`src/rtl/pipe_ctrl_pkg.sv`:
```
// pipe_ctrl_pkg: stall bus patterns, stop levels and controller state encodings
package pipe_ctrl_pkg;
    typedef logic [5:0] stall_bus_t;
    localparam logic Stop = 1'b1;
    localparam logic NoStop = 1'b0;
    localparam logic RstEnable = 1'b1;
    localparam logic [31:0] ZeroWord = 32'h0000_0000;
    localparam stall_bus_t StallMem = 6'b011111;
    localparam stall_bus_t StallId = 6'b000111;
    localparam stall_bus_t StallIf = 6'b000011;
    localparam stall_bus_t StallNone = 6'b000000;
    typedef enum logic {CtrlIdle = 1'b0, CtrlWait = 1'b1} ctrl_state_t;
endpackage

```
`src/rtl/pipe_ctrl_sat_counter.sv`:
```
// sat_counter: counter that clears on clr and sticks at all-ones instead of wrapping
module sat_counter #(
    parameter int W = 32
) (
    input  logic         clk,
    input  logic         inc,
    input  logic         clr,
    output logic [W-1:0] cnt
);
    logic [W-1:0] r_cnt;
    always_ff @(posedge clk)
        r_cnt <= clr ? '0 : (inc && !(&r_cnt)) ? r_cnt + 1'b1 : r_cnt;
    assign cnt = r_cnt;
endmodule

```
`src/rtl/pipe_ctrl.sv`:
```
// pipe_ctrl: stall/flush generation, branch redirect held across an in-flight fetch, perf counters
module pipe_ctrl
    import pipe_ctrl_pkg::*;
#(
    parameter int CNT_W = 32
) (
    input  logic             clk,
    input  logic             rst,
    input  logic             stallreq_if,
    input  logic             stallreq_id,
    input  logic             stallreq_mem,
    input  logic             ex_branch_taken,
    input  logic [31:0]      ex_branch_target,
    output logic [5:0]       stall,
    output logic             if_idflush_o,
    output logic             id_exflush_o,
    output logic             redirect_valid_o,
    output logic [31:0]      redirect_pc_o,
    output logic [CNT_W-1:0] stall_cycles_o,
    output logic [CNT_W-1:0] flush_count_o
);
    ctrl_state_t r_state, w_next;
    logic [31:0] r_pend_pc;
    logic w_rst, w_wait, w_accept, w_fire;
    always_ff @(posedge clk) begin
        r_state <= w_next;
        r_pend_pc <= w_rst ? ZeroWord : (w_accept && stallreq_if) ? ex_branch_target : r_pend_pc;
    end
    always_comb begin
        w_rst = rst == RstEnable;
        w_wait = r_state == CtrlWait;
        stall = w_rst ? StallNone : stallreq_mem ? StallMem : stallreq_id ? StallId
              : stallreq_if ? StallIf : StallNone;
        w_accept = !w_rst && !w_wait && ex_branch_taken && stall[3] == NoStop;
        w_fire = w_wait ? !w_rst && !stallreq_if : w_accept && !stallreq_if;
        id_exflush_o = w_accept;
        if_idflush_o = w_fire;
        redirect_valid_o = w_fire;
        redirect_pc_o = w_rst ? ZeroWord : w_wait ? r_pend_pc : w_fire ? ex_branch_target : ZeroWord;
        w_next = w_rst ? CtrlIdle : w_wait ? (stallreq_if ? CtrlWait : CtrlIdle)
               : (w_accept && stallreq_if) ? CtrlWait : CtrlIdle;
    end
    sat_counter #(.W(CNT_W)) u_stall_cnt (
        .clk(clk),
        .inc(stall[0] == Stop),
        .clr(w_rst),
        .cnt(stall_cycles_o)
    );
    sat_counter #(.W(CNT_W)) u_flush_cnt (
        .clk(clk),
        .inc(w_accept),
        .clr(w_rst),
        .cnt(flush_count_o)
    );
endmodule

```
`config.mk`:
```
export PLATFORM = sky130hd
export DESIGN_NAME = pipe_ctrl
export DESIGN_NICKNAME = d
export VERILOG_FILES = /design/src/rtl/pipe_ctrl_pkg.sv /design/src/rtl/pipe_ctrl_sat_counter.sv /design/src/rtl/pipe_ctrl.sv
export SDC_FILE = /design/constraint.sdc
export NUM_CORES = 1
export LEC_CHECK = 0
export ABC_AREA = 1
export CAP_MARGIN = 10
export CORE_MARGIN = 3
export CORE_UTILIZATION = 30
export DETAILED_ROUTE_END_ITERATION = 10
export PLACE_DENSITY_LB_ADDON = 0.3
export SETUP_SLACK_MARGIN = 0.1
export SKIP_LAST_GASP = 1
export SLEW_MARGIN = 30
export SYNTH_ARGS = -nofsm -noshare
export SYNTH_HDL_FRONTEND = slang
export SYNTH_SLANG_ARGS = --single-unit
export TNS_END_PERCENT = 100
```
`constraint.sdc`:
```
create_clock -name clk -period 4.1 [get_ports clk]
set_input_delay 0.615 -clock clk [delete_from_list [all_inputs] [get_ports clk]]
set_output_delay 0.615 -clock clk [all_outputs]
set_load 0.01 [all_outputs]
```
==> summary.md, run 1 <==
| Metric | Value |
|---|---|
| Outcome | finished, final reports clean |
| GR peak layer | met2 |
| Die area | 20600 sq um |
| Netlist Area Pre-Place | 5670 sq um |
| Setup TNS | 0 ps |
| CTS Hold Buffers Added | 0 |
| Yosys reg bits | 97 |
| Via Count | 6244 |
| Final setup viols | 0 |
| Yosys cell types | 30 |
| CTS sink cnt | 97 |
| Post-CTS Resized | 0 |
| Post-Synthesis Cells | 928 |
| Yosys warns | 0 |
| First-pass GRT wire length | 28400 microns |
| Antenna-violating nets left | 0 |
| GRT met3 Usage | 3.99% |
| # Post-CTS Setup Buffers | 0 |
| H-Tree Depth | 3 |
| Arrival @ worst endpoint | 2680 ps |
| Clock period minus worst slack | 3290 ps |
| Maximum fanout along the worst path | 58 |
| Crit start category | input pin |
| Dpl hpwl | 12200 microns |
| Grt total ovfl | 0 |
| TritonCTS clock tree | built |
| Leading area contributor after synthesis | dfxtp_1 |
| Placed Area | 7150 sq um |
| Critical Path RT | 3480 ps |
| Clock Skew | 10.9 ps |
| Global Route met1 Usage | 22.5% |
| Top Family by Delay on Critical Path | buffers and inverters |
| Die W | 143 microns |
| Iter 0 DRT Violations | 389 |
| CP cell instances | clkdlybuf4s50_1 -> inv_2 -> buf_4 -> o21ai_0 -> a21oi_1 -> clkdlybuf4s50_1 |
| LEAKAGE | 2.56 nW |
| Tot Pwr | 0.00203 W |
| WL final | 17200 microns |
| Mean post-synth cell area | 6.11 sq um |
| Chip height | 143 microns |
| Main flop type after synthesis | dfxtp_1 |
| Rows | 49 |
| Synth area leaders | dfxtp_1 34%, nand2_1 17%, nor2_1 11%, a21oi_1 9.4%, nand3_1 8.3% |
| Root Buffer | clkbuf_16 |
| CP peak stage delay | 560 ps |
| Worst-margin pin slew | 749 ps |
| Hold Fails Final Rpt | 0 |
| DRC Markers | 0 |
| Antenna cells | 0 |
| CP max stage cell | clkdlybuf4s50_1 |
| Fin area | 7460 sq um |
| CP dominant cell by count | clkdlybuf4s50_1 |
| Unrepaired setup endpoints after global routing | no |
| Placeable Area | 18300 sq um |
| P&R area growth vs syn | 31.6% |
| Fin crit share | 80.3% |
| CP Class | in -> out |
| Initial Utilization | 31.0% |
| TritonRoute pass-1 iters | 7 |
| Share of the synthesized area in the top cell type | 34.3% |
| Final nets | 1076 |
| Crit end category | primary output |
| Num ports | 143 |
| CTS Buffer Depth | 2 |
| GR Layer Usage met2 | 26.6% |
| Number of flops mapped to enable cells by yosys | 0 |
| DR WL/cell | 13.5 microns |
| Hold Path Class | reg -> reg |
| Async SR Flop Fraction | 0% |
| Buffers on Ports | 141 |
| Fillers | 1930 |
| Initial antenna violation count | 0 |
| Vias/cell | 4.92 |
| VDD IR max | 0.000197 V |
| PwrDens | 273 nW/um^2 |
| Register area share after synthesis | 34.3% |
| CTS Buf Count | 9 |
| Final Wtd Congestion | 0.824 |
| Worst Path Buf+Inv | 4 |
| MaxCap Viol Count | 0 |
| Total track usage | 16.6% |
| Skew-Pair Late Insertion Delay | 350 ps |
| Vias in the first global route | 5719 |
| Synthesized Nets | 968 |
| Clock-pin slew on the worst setup and hold paths | 60 ps |
| Max-slew violations | 0 |
| FMAX | 304 MHz |
| Layout cells sized above 1 | 4.51% |
| Largest net degree at the start of global routing | 66 |
| Slew headroom | 50.0% |
## cells in the mapped netlist (8+ instances only)
cell type / n
clkbuf_1: 24
a21oi_1: 106
nand3_1: 94
nand2_1: 252
dfxtp_1: 97
nand4_1: 20
nor2_2: 9
nor2_1: 170
inv_1: 49
buf_2: 13
a31oi_1: 8
o21ai_0: 35
## layer usage
layer	part of all wire (%)	wire, microns
met5	0	0
met4	1.1	188
met3	6.4	1100
met2	45	7770
met1	47	8130
## through the flow
stage	util, %	hold WS [ps]	cells	worst slack [ps]
final	40.8	459	1270	807
after global routing	40.8	470	1270	617
after CTS	40.8	460	1270	810
after detailed placement	39.1	450	1254	820
after global placement	39.1	444	1254	798
after floorplan	-	438	928	1820
## report_power, final
part	switching, W	leakage [nW]	internal [W]
logic	0.000105	1.63	0.0000855
registers	0.00000774	0.783	0.000951
clock network	0.000376	0.149	0.000507
## final cells by class
type | count | area [sq um] | share of cell area, %
clock inverters | 4 | 51.3 | 0.688
flip-flops and latches | 97 | 1940 | 26.0
inverters | 52 | 195 | 2.62
well taps | 229 | 287 | 3.84
repair buffers | 150 | 1480 | 19.8
multi-input cells | 726 | 3250 | 43.6
clock buffers | 12 | 256 | 3.44
## worst reg2reg max path, cell delays in order (launching register included)
cell and delay [ps]:
dfxtp_1 430, ha_1 240, nand3_1 130, inv_1 130, nand2_1 60, nor2_1 160
nand3_2 600, nand2_1 360, inv_1 80, nor2_1 90, nor2_1 50
## layout by cell type, fill, tap and decap left out, drive strengths merged, types with 2 or more instances in the layout
master / Yosys / routed
a21oi: 106 / 106
a31oi: 8 / 8
and2: 3 / 3
buf: 29 / 9
clkbuf: 24 / 12
clkdlybuf4s50: 0 / 141
clkinv: 0 / 2
dfxtp: 97 / 97
ha: 2 / 2
inv: 52 / 52
nand2: 256 / 256
nand3: 96 / 96
nand4: 20 / 20
nor2: 184 / 184
nor3: 7 / 7
o21ai: 35 / 35
xnor2: 3 / 3
## flip-flops by register name, indices dropped and copies added, names as in the netlist
name             cells
r_state              1
u_flush_cnt.cnt     32
u_stall_cnt.cnt     32
r_pend_pc           32
## path summary, 6_finish.rpt
kind / start / to / slack [ps] / cells past startpoint
worst min-delay path: r_pend_pc[27] / r_pend_pc[27] / 460 / 2
worst max register to register: u_stall_cnt.cnt[0] / u_stall_cnt.cnt[1] / 1670 / 10
worst max-delay path: rst / redirect_pc_o[4] / 810 / 6
worst min register to register: r_pend_pc[27] / r_pend_pc[27] / 460 / 2
## cells by family after synthesis
logic type      Yosys count  share of synthesized area (%)
simple gates            568                           42.5
compound gates          151                           13.6
buf+inv                 105                           8.50
flops                    97                           34.3
xor+xnor                  4                          0.618
fa+ha+maj                 2                          0.441
other cells               1                         0.0662
(Power assumes the default switching activity.)
==> run 2: changes to the inputs <==
- clock period: 4.1 -> 3.3 ns (I/O delays scaled with it)
==> summary.md, run 2 (synthesis gave the netlist of run 1 again) <==
| Metric | Value |
|---|---|
| MaxCap Viol Count | 0 (unchanged) |
| First-pass GRT wire length | 28400 microns (about the same) |
| Crit end category | primary output (unchanged) |
| Skew-Pair Late Insertion Delay | 340 ps (was 350 ps) |
| Clock period minus worst slack | 2980 ps |
| Die W | 143 microns (unchanged) |
| Placeable Area | 18300 sq um (unchanged) |
| Root Buffer | clkbuf_16 (unchanged) |
| Setup WS post-layout | 323 ps (was 807 ps) |
| Fillers | 1915 (was 1930) |
| Highest-count cells in the layout ignoring fill and taps | 252 x nand2_1, 170 x nor2_1, 141 x clkdlybuf4s50_1 (unchanged) |
| CTS sink cnt | 97 (unchanged) |
| Rows | 49 (unchanged) |
| DRC Markers | 0 (unchanged) |
| Total track usage | 16.7% (was 16.6%) |
| Max-slew violations | 0 (unchanged) |
| PwrDens | 335 nW/um^2 (was 273 nW/um^2) |
| Maximum fanout along the worst path | 32 (was 58) |
| Clock-pin slew on the worst setup and hold paths | 70 ps (was 60 ps) |
| Antenna-violating nets left | 0 (unchanged) |
| Final setup viols | 0 (unchanged) |
| Buffers on Ports | 141 (unchanged) |
| CTS Buf Count | 9 (unchanged) |
| Iter 0 DRT Violations | 414 (was 389) |
| Multi-input gate area | 3250 sq um (unchanged) |
| Dpl hpwl | 12400 microns (was 12200 microns) |
| Outcome | finished, final reports clean (unchanged) |
| Arrival @ worst endpoint | 2480 ps (was 2680 ps) |
| Critical Path RT | 2800 ps (was 3480 ps) |
| Hold Fails Final Rpt | 0 (unchanged) |
| # Post-CTS Setup Buffers | 0 (unchanged) |
| Initial Utilization | 31.0% (unchanged) |
| Unrepaired setup endpoints after global routing | no (unchanged) |
| Final nets | 1080 (was 1076) |
| Storage cell area | 1940 sq um (unchanged) |
| Setup TNS | 0 ps (unchanged) |
| Num ports | 143 (unchanged) |
| WL final | 17300 microns (was 17200 microns) |
| Via Count | 6324 (was 6244) |
| Most common cell after layout, fill and taps aside | nand2_1 (unchanged) |
| TritonCTS clock tree | built (unchanged) |
| DR WL/cell | 13.6 microns (was 13.5 microns) |
| H-Tree Depth | 3 (unchanged) |
| Post-Route Utilization | 41.1% (was 40.8%) |
| Vias/cell | 4.97 (was 4.92) |
| Final Wtd Congestion | 0.837 (was 0.824) |
| Die area | 20600 sq um (unchanged) |
| Clock Skew | 6.96 ps (was 10.9 ps) |
| Hold Path Class | reg -> reg (unchanged) |
| Chip height | 143 microns (unchanged) |
| Vias in the first global route | 5731 (was 5719) |
| VDD IR max | 0.000233 V (was 0.000197 V) |
| Antenna cells | 0 (unchanged) |
| Layout cells sized above 1 | 4.89% (was 4.51%) |
| Pre-CTS setup slack | 229 ps (was 820 ps) |
| CTS Hold Buffers Added | 0 (unchanged) |
| Slew headroom | 59.8% (was 50.0%) |
| Grt total ovfl | 0 (unchanged) |
| Worst-margin pin slew | 603 ps (was 749 ps) |
| P&R area growth vs syn | 32.4% (was 31.6%) |
| Crit start category | input pin (unchanged) |
| CTS Buffer Depth | 2 (unchanged) |
| Largest net degree at the start of global routing | 66 (unchanged) |
| LEAKAGE | 2.59 nW (was 2.56 nW) |
| Initial antenna violation count | 0 (unchanged) |
| FMAX | 336 MHz |
| Post-CTS Resized | 0 (unchanged) |
| CP Class | in -> out (unchanged) |
| TritonRoute pass-1 iters | 5 (was 7) |
| Fin crit share | 90.2% |
==> run 2: per-layer routing <==
metal | vias to the layer above | global-route usage (%) | wire length (microns)
met4 | 0 | 2.78 | 95
met1 | 2864 | 23.1 | 8060
met2 | 204 | 26.7 | 7840
met3 | 7 | 4.46 | 1290
met5 | - | 0 | 0
li1 | 3249 | - | -
==> run 2: worst max-delay path: stages <==
cell and delay [ps]:
clkdlybuf4s50_1 420, inv_1 120, nand2_1 120, nor2_4 140, nor2_1 70, nor2_2 130, buf_12 200, nand2_1 70
a21oi_1 150, clkdlybuf4s50_1 570
==> run 2: report_power, final <==
part           leakage (nW)  internal [W]  switching, W
sequential            0.783       0.00118    0.00000930
clock                 0.152      0.000627      0.000457
combinational          1.65      0.000110      0.000131
total                  2.59       0.00192      0.000598
==> run 2: area by class of cell <==
type / instances / share of cell area, %
multi-input cells: 726 / 43.3
flip-flops and latches: 97 / 25.9
repair buffers: 154 / 20.3
well taps: 229 / 3.82
clock buffers: 11 / 3.37
inverters: 52 / 2.60
clock inverters: 4 / 0.700
==> run 2: path summary, 6_finish.rpt <==
check / from / end / slack [ps] / depth (start not counted)
max: stallreq_mem / redirect_pc_o[10] / 320 / 10
min: r_pend_pc[20] / r_pend_pc[20] / 460 / 2
max reg2reg: u_flush_cnt.cnt[0] / u_flush_cnt.cnt[1] / 1150 / 10
min reg2reg: r_pend_pc[20] / r_pend_pc[20] / 460 / 2
==> run 2: metrics by stage <==
step	power, W	instances	area (sq um)	hold slack (ps)
final	0.00252	1273	7500	457
after global routing	0.00263	1273	7500	477
after CTS	0.00256	1273	7500	458
after detailed placement	0.00146	1258	7190	448
after global placement	0.00146	1258	7190	445
after floorplan	0.00134	928	5670	438
==> run 3: changes to the inputs <==
- DONT_BUFFER_PORTS: unset -> 1
- SYNTH_HIERARCHICAL: unset -> 1
==> summary.md, run 3 <==
| Metric | Value |
|---|---|
| Outcome | finished, final reports clean (unchanged) |
| Yosys warns | 6 (was 0) |
| Register area share after synthesis | 32.8% (was 34.3%) |
| Dpl hpwl | 12800 microns (was 12400 microns) |
| Main flop type after synthesis | dfxtp_1 (unchanged) |
| Post-Synthesis Cells | 922 (was 928) |
| Netlist Area Pre-Place | 5930 sq um (was 5670 sq um) |
| Setup TNS | 0 ps (unchanged) |
| Fin crit share | 70.6% (was 90.2%) |
| Hold Path Class | in -> reg (was reg -> reg) |
| # Post-CTS Setup Buffers | 0 (unchanged) |
| Leading area contributor after synthesis | dfxtp_1 (unchanged) |
| NetSw | 0.000586 W (was 0.000598 W) |
| Vias in the first global route | 5385 (was 5731) |
| Clock Skew | 7.09 ps (was 6.96 ps) |
| Final setup viols | 0 (unchanged) |
| TritonCTS clock tree | built (unchanged) |
| Setup crit end | redirect_pc_o[16] (was redirect_pc_o[10]) |
| Highest-count cells in the layout ignoring fill and taps | 194 x nand2_1, 186 x nor2_1, 97 x dfxtp_1 (was 252 x nand2_1, 170 x nor2_1, 141 x clkdlybuf4s50_1) |
| Largest net degree at the start of global routing | 48 (was 66) |
| H-Tree Depth | 3 (unchanged) |
| Crit path launch | rst (was stallreq_mem) |
| Via Count | 6025 (was 6324) |
| Slew headroom | 36.7% (was 59.8%) |
| Power share of the clock group | 43.7% (was 43.1%) |
| Antenna cells | 0 (unchanged) |
| Crit start category | input pin (unchanged) |
| Post-Route Utilization | 32.8% (was 41.1%) |
| Post-synth top cells | 196 x nand2_1, 186 x nor2_1, 97 x dfxtp_1 (was 252 x nand2_1, 170 x nor2_1, 106 x a21oi_1) |
| CTS Hold Buffers Added | 0 (unchanged) |
| Total track usage | 16.7% (about the same) |
| Chip height | 147 microns (was 143 microns) |
| Comb power frac | 5.8% (was 9.6%) |
| Buffers on Ports | 0 (was 141) |
| Number of flops mapped to enable cells by yosys | 0 (unchanged) |
| Maximum fanout along the worst path | 47 (was 32) |
| Antenna-violating nets left | 0 (unchanged) |
| PwrDens | 377 nW/um^2 (was 335 nW/um^2) |
| Grt total ovfl | 0 (unchanged) |
| Reg2reg end | u_stall_cnt/cnt[12] (was u_flush_cnt.cnt[1]) |
| Skew-Pair Late Insertion Delay | 350 ps (was 340 ps) |
| TritonRoute pass-1 iters | 7 (was 5) |
| Final Wtd Congestion | 0.848 (was 0.837) |
| Reg power frac | 50.6% (was 47.3%) |
| MaxCap Viol Count | 0 (unchanged) |
| Layout cells sized above 1 | 7.10% (was 4.89%) |
| Mean post-synth cell area | 6.43 sq um (was 6.11 sq um) |
| Post-CTS Resized | 0 (unchanged) |
| P&R area growth vs syn | 5.62% (was 32.4%) |
| Vias/cell | 5.25 (was 4.97) |
| Top sig layer | met4 (unchanged) |
| First-pass GRT wire length | 29700 microns (was 28400 microns) |
| Die W | 147 microns (was 143 microns) |
| Synthesized Nets | 962 (was 968) |
| Share of the synthesized area in the top cell type | 32.8% (was 34.3%) |
| Initial Utilization | 31.1% (was 31.0%) |
| Arrival @ worst endpoint | 1840 ps (was 2480 ps) |
| DR WL met3 | 1590 microns (was 1290 microns) |
| FMAX | 429 MHz (was 336 MHz) |
| Final nets | 922 (was 1080) |
| Flop2flop setup slack | 1240 ps (was 1150 ps) |
| CTS sink cnt | 97 (unchanged) |
| Unrepaired setup endpoints after global routing | no (unchanged) |
| Crit end category | primary output (unchanged) |
| Tot Pwr | 0.00236 W (was 0.00252 W) |
| Iter 0 DRT Violations | 358 (was 414) |
| LEAKAGE | 2.04 nW (was 2.59 nW) |
| Clock period minus worst slack | 2330 ps (was 2980 ps) |
| Hold Fails Final Rpt | 0 (unchanged) |
| Synth area leaders | dfxtp_1 33%, nand2_1 12%, nor2_1 12%, nand3_1 8.1%, a21oi_1 6.5% (was dfxtp_1 34%, nand2_1 17%, nor2_1 11%, a21oi_1 9.4%, nand3_1 8.3%) |
| Root Buffer | clkbuf_16 (unchanged) |
| CTS Buf Count | 9 (unchanged) |
| Internal Power | 0.00177 W (was 0.00192 W) |
| Switching Share | 24.9% (was 23.8%) |
| VDD IR max | 0.000215 V (was 0.000233 V) |
| Detail Route met2 WL | 8170 microns (was 7840 microns) |
| Rows | 50 (was 49) |
| Yosys cell types | 32 (was 30) |
| Worst r2r src | u_stall_cnt/cnt[0] (was u_flush_cnt.cnt[0]) |
| Placeable Area | 19100 sq um (was 18300 sq um) |
| CP Class | in -> out (unchanged) |
| Clock-pin slew on the worst setup and hold paths | 70 ps (about the same) |
| Most common cell after layout, fill and taps aside | nand2_1 (unchanged) |
| Async SR Flop Fraction | 0% (unchanged) |
| Max-slew violations | 0 (unchanged) |
| Num ports | 143 (unchanged) |
| Yosys reg bits | 97 (unchanged) |
| Critical Path RT | 2800 ps (about the same) |
| Initial antenna violation count | 0 (unchanged) |
| Top-count cell post-synth | nand2_1 (unchanged) |
| Fillers | 2104 (was 1915) |
| Dpl cells | 1131 (was 1258) |
| Die area | 21500 sq um (was 20600 sq um) |
| Worst-margin pin slew | 949 ps (was 603 ps) |
| Post-Layout Cell Count | 1147 (was 1273) |
| DR WL/cell | 16.2 microns (was 13.6 microns) |
| CTS Buffer Depth | 2 (unchanged) |
| Cell count of the worst reg-to-reg path | 10 (unchanged) |
| WL final | 18500 microns (was 17300 microns) |
| DRC Markers | 0 (unchanged) |
| Met1 WL | 8570 microns (was 8060 microns) |
==> run 3: cell types whose count changed after synthesis, moves of 5 or more <==
cell / delta
buf_6: +5
nor2_1: +16
nand2_1: -56
nor2_2: +5
a41oi_1: +32
nor3_1: +5
a21oi_1: -29
nand3b_1: +9
==> run 3: how the worst min path moves through the flow <==
stage,startpoint,to,slack [ps],depth (start not counted)
after detailed placement,r_pend_pc[23],r_pend_pc[23],450,2
after CTS,rst,r_pend_pc[6],190,1
after global routing,rst,r_pend_pc[5],190,1
after global placement,r_pend_pc[3],r_pend_pc[3],440,2
final,rst,r_pend_pc[5],210,1
after floorplan,r_pend_pc[0],r_pend_pc[0],440,2
==> run 3: cell type report <==
type                       instances  area (sq um)  area share, %
timing repair buffer               5          37.5          0.600
multi-input combinational        720          3480           55.7
clock buffer                      12           256           4.10
clock inverter                     4          27.5          0.440
tap                              260           325           5.20
sequential                        97          1940           31.0
inverter                          49           185           2.96
==> run 3: cell families after synthesis <==
logic type | share of synthesized area, %
AOI/OAI and AO/OA | 15.1
DFF | 32.8
xor gates and xnor gates | 0.591
adders and majority gates | 0.422
and+or+nand+nor | 42.5
other | 0.0633
buffers and inverters | 8.61
==> run 3: power groups by stage <==
stage,Combinational [W],Sequential (W),Clock (W)
after floorplan,0.000131,0.00122,0
after global placement,0.000137,0.00122,0
after detailed placement,0.000137,0.00122,0
after CTS,0.000138,0.00119,0.00107
after global routing,0.000154,0.00119,0.00110
final,0.000136,0.00119,0.00103
==> run 3: critical path, cell delays in order <==
cell	delay, ps
nor2_2	560
buf_4	330
a41oi_1	120
nor2_1	300
==> run 3: layer usage <==
layer  vias to the layer above  GRT usage [%]
li1                       3020              -
met1                      2790           22.8
met2                       201           25.6
met3                        14           5.34
met4                         0           4.09
met5                         -              0
==> run 3: through the flow <==
stage | cell area [sq um] | hold slack, ps | worst slack, ps
after floorplan | 5930 | 441 | 841
after global placement | 5970 | 443 | 953
final | 6260 | 209 | 969
after detailed placement | 5970 | 446 | 946
after global routing | 6260 | 191 | 858
after CTS | 6250 | 190 | 937
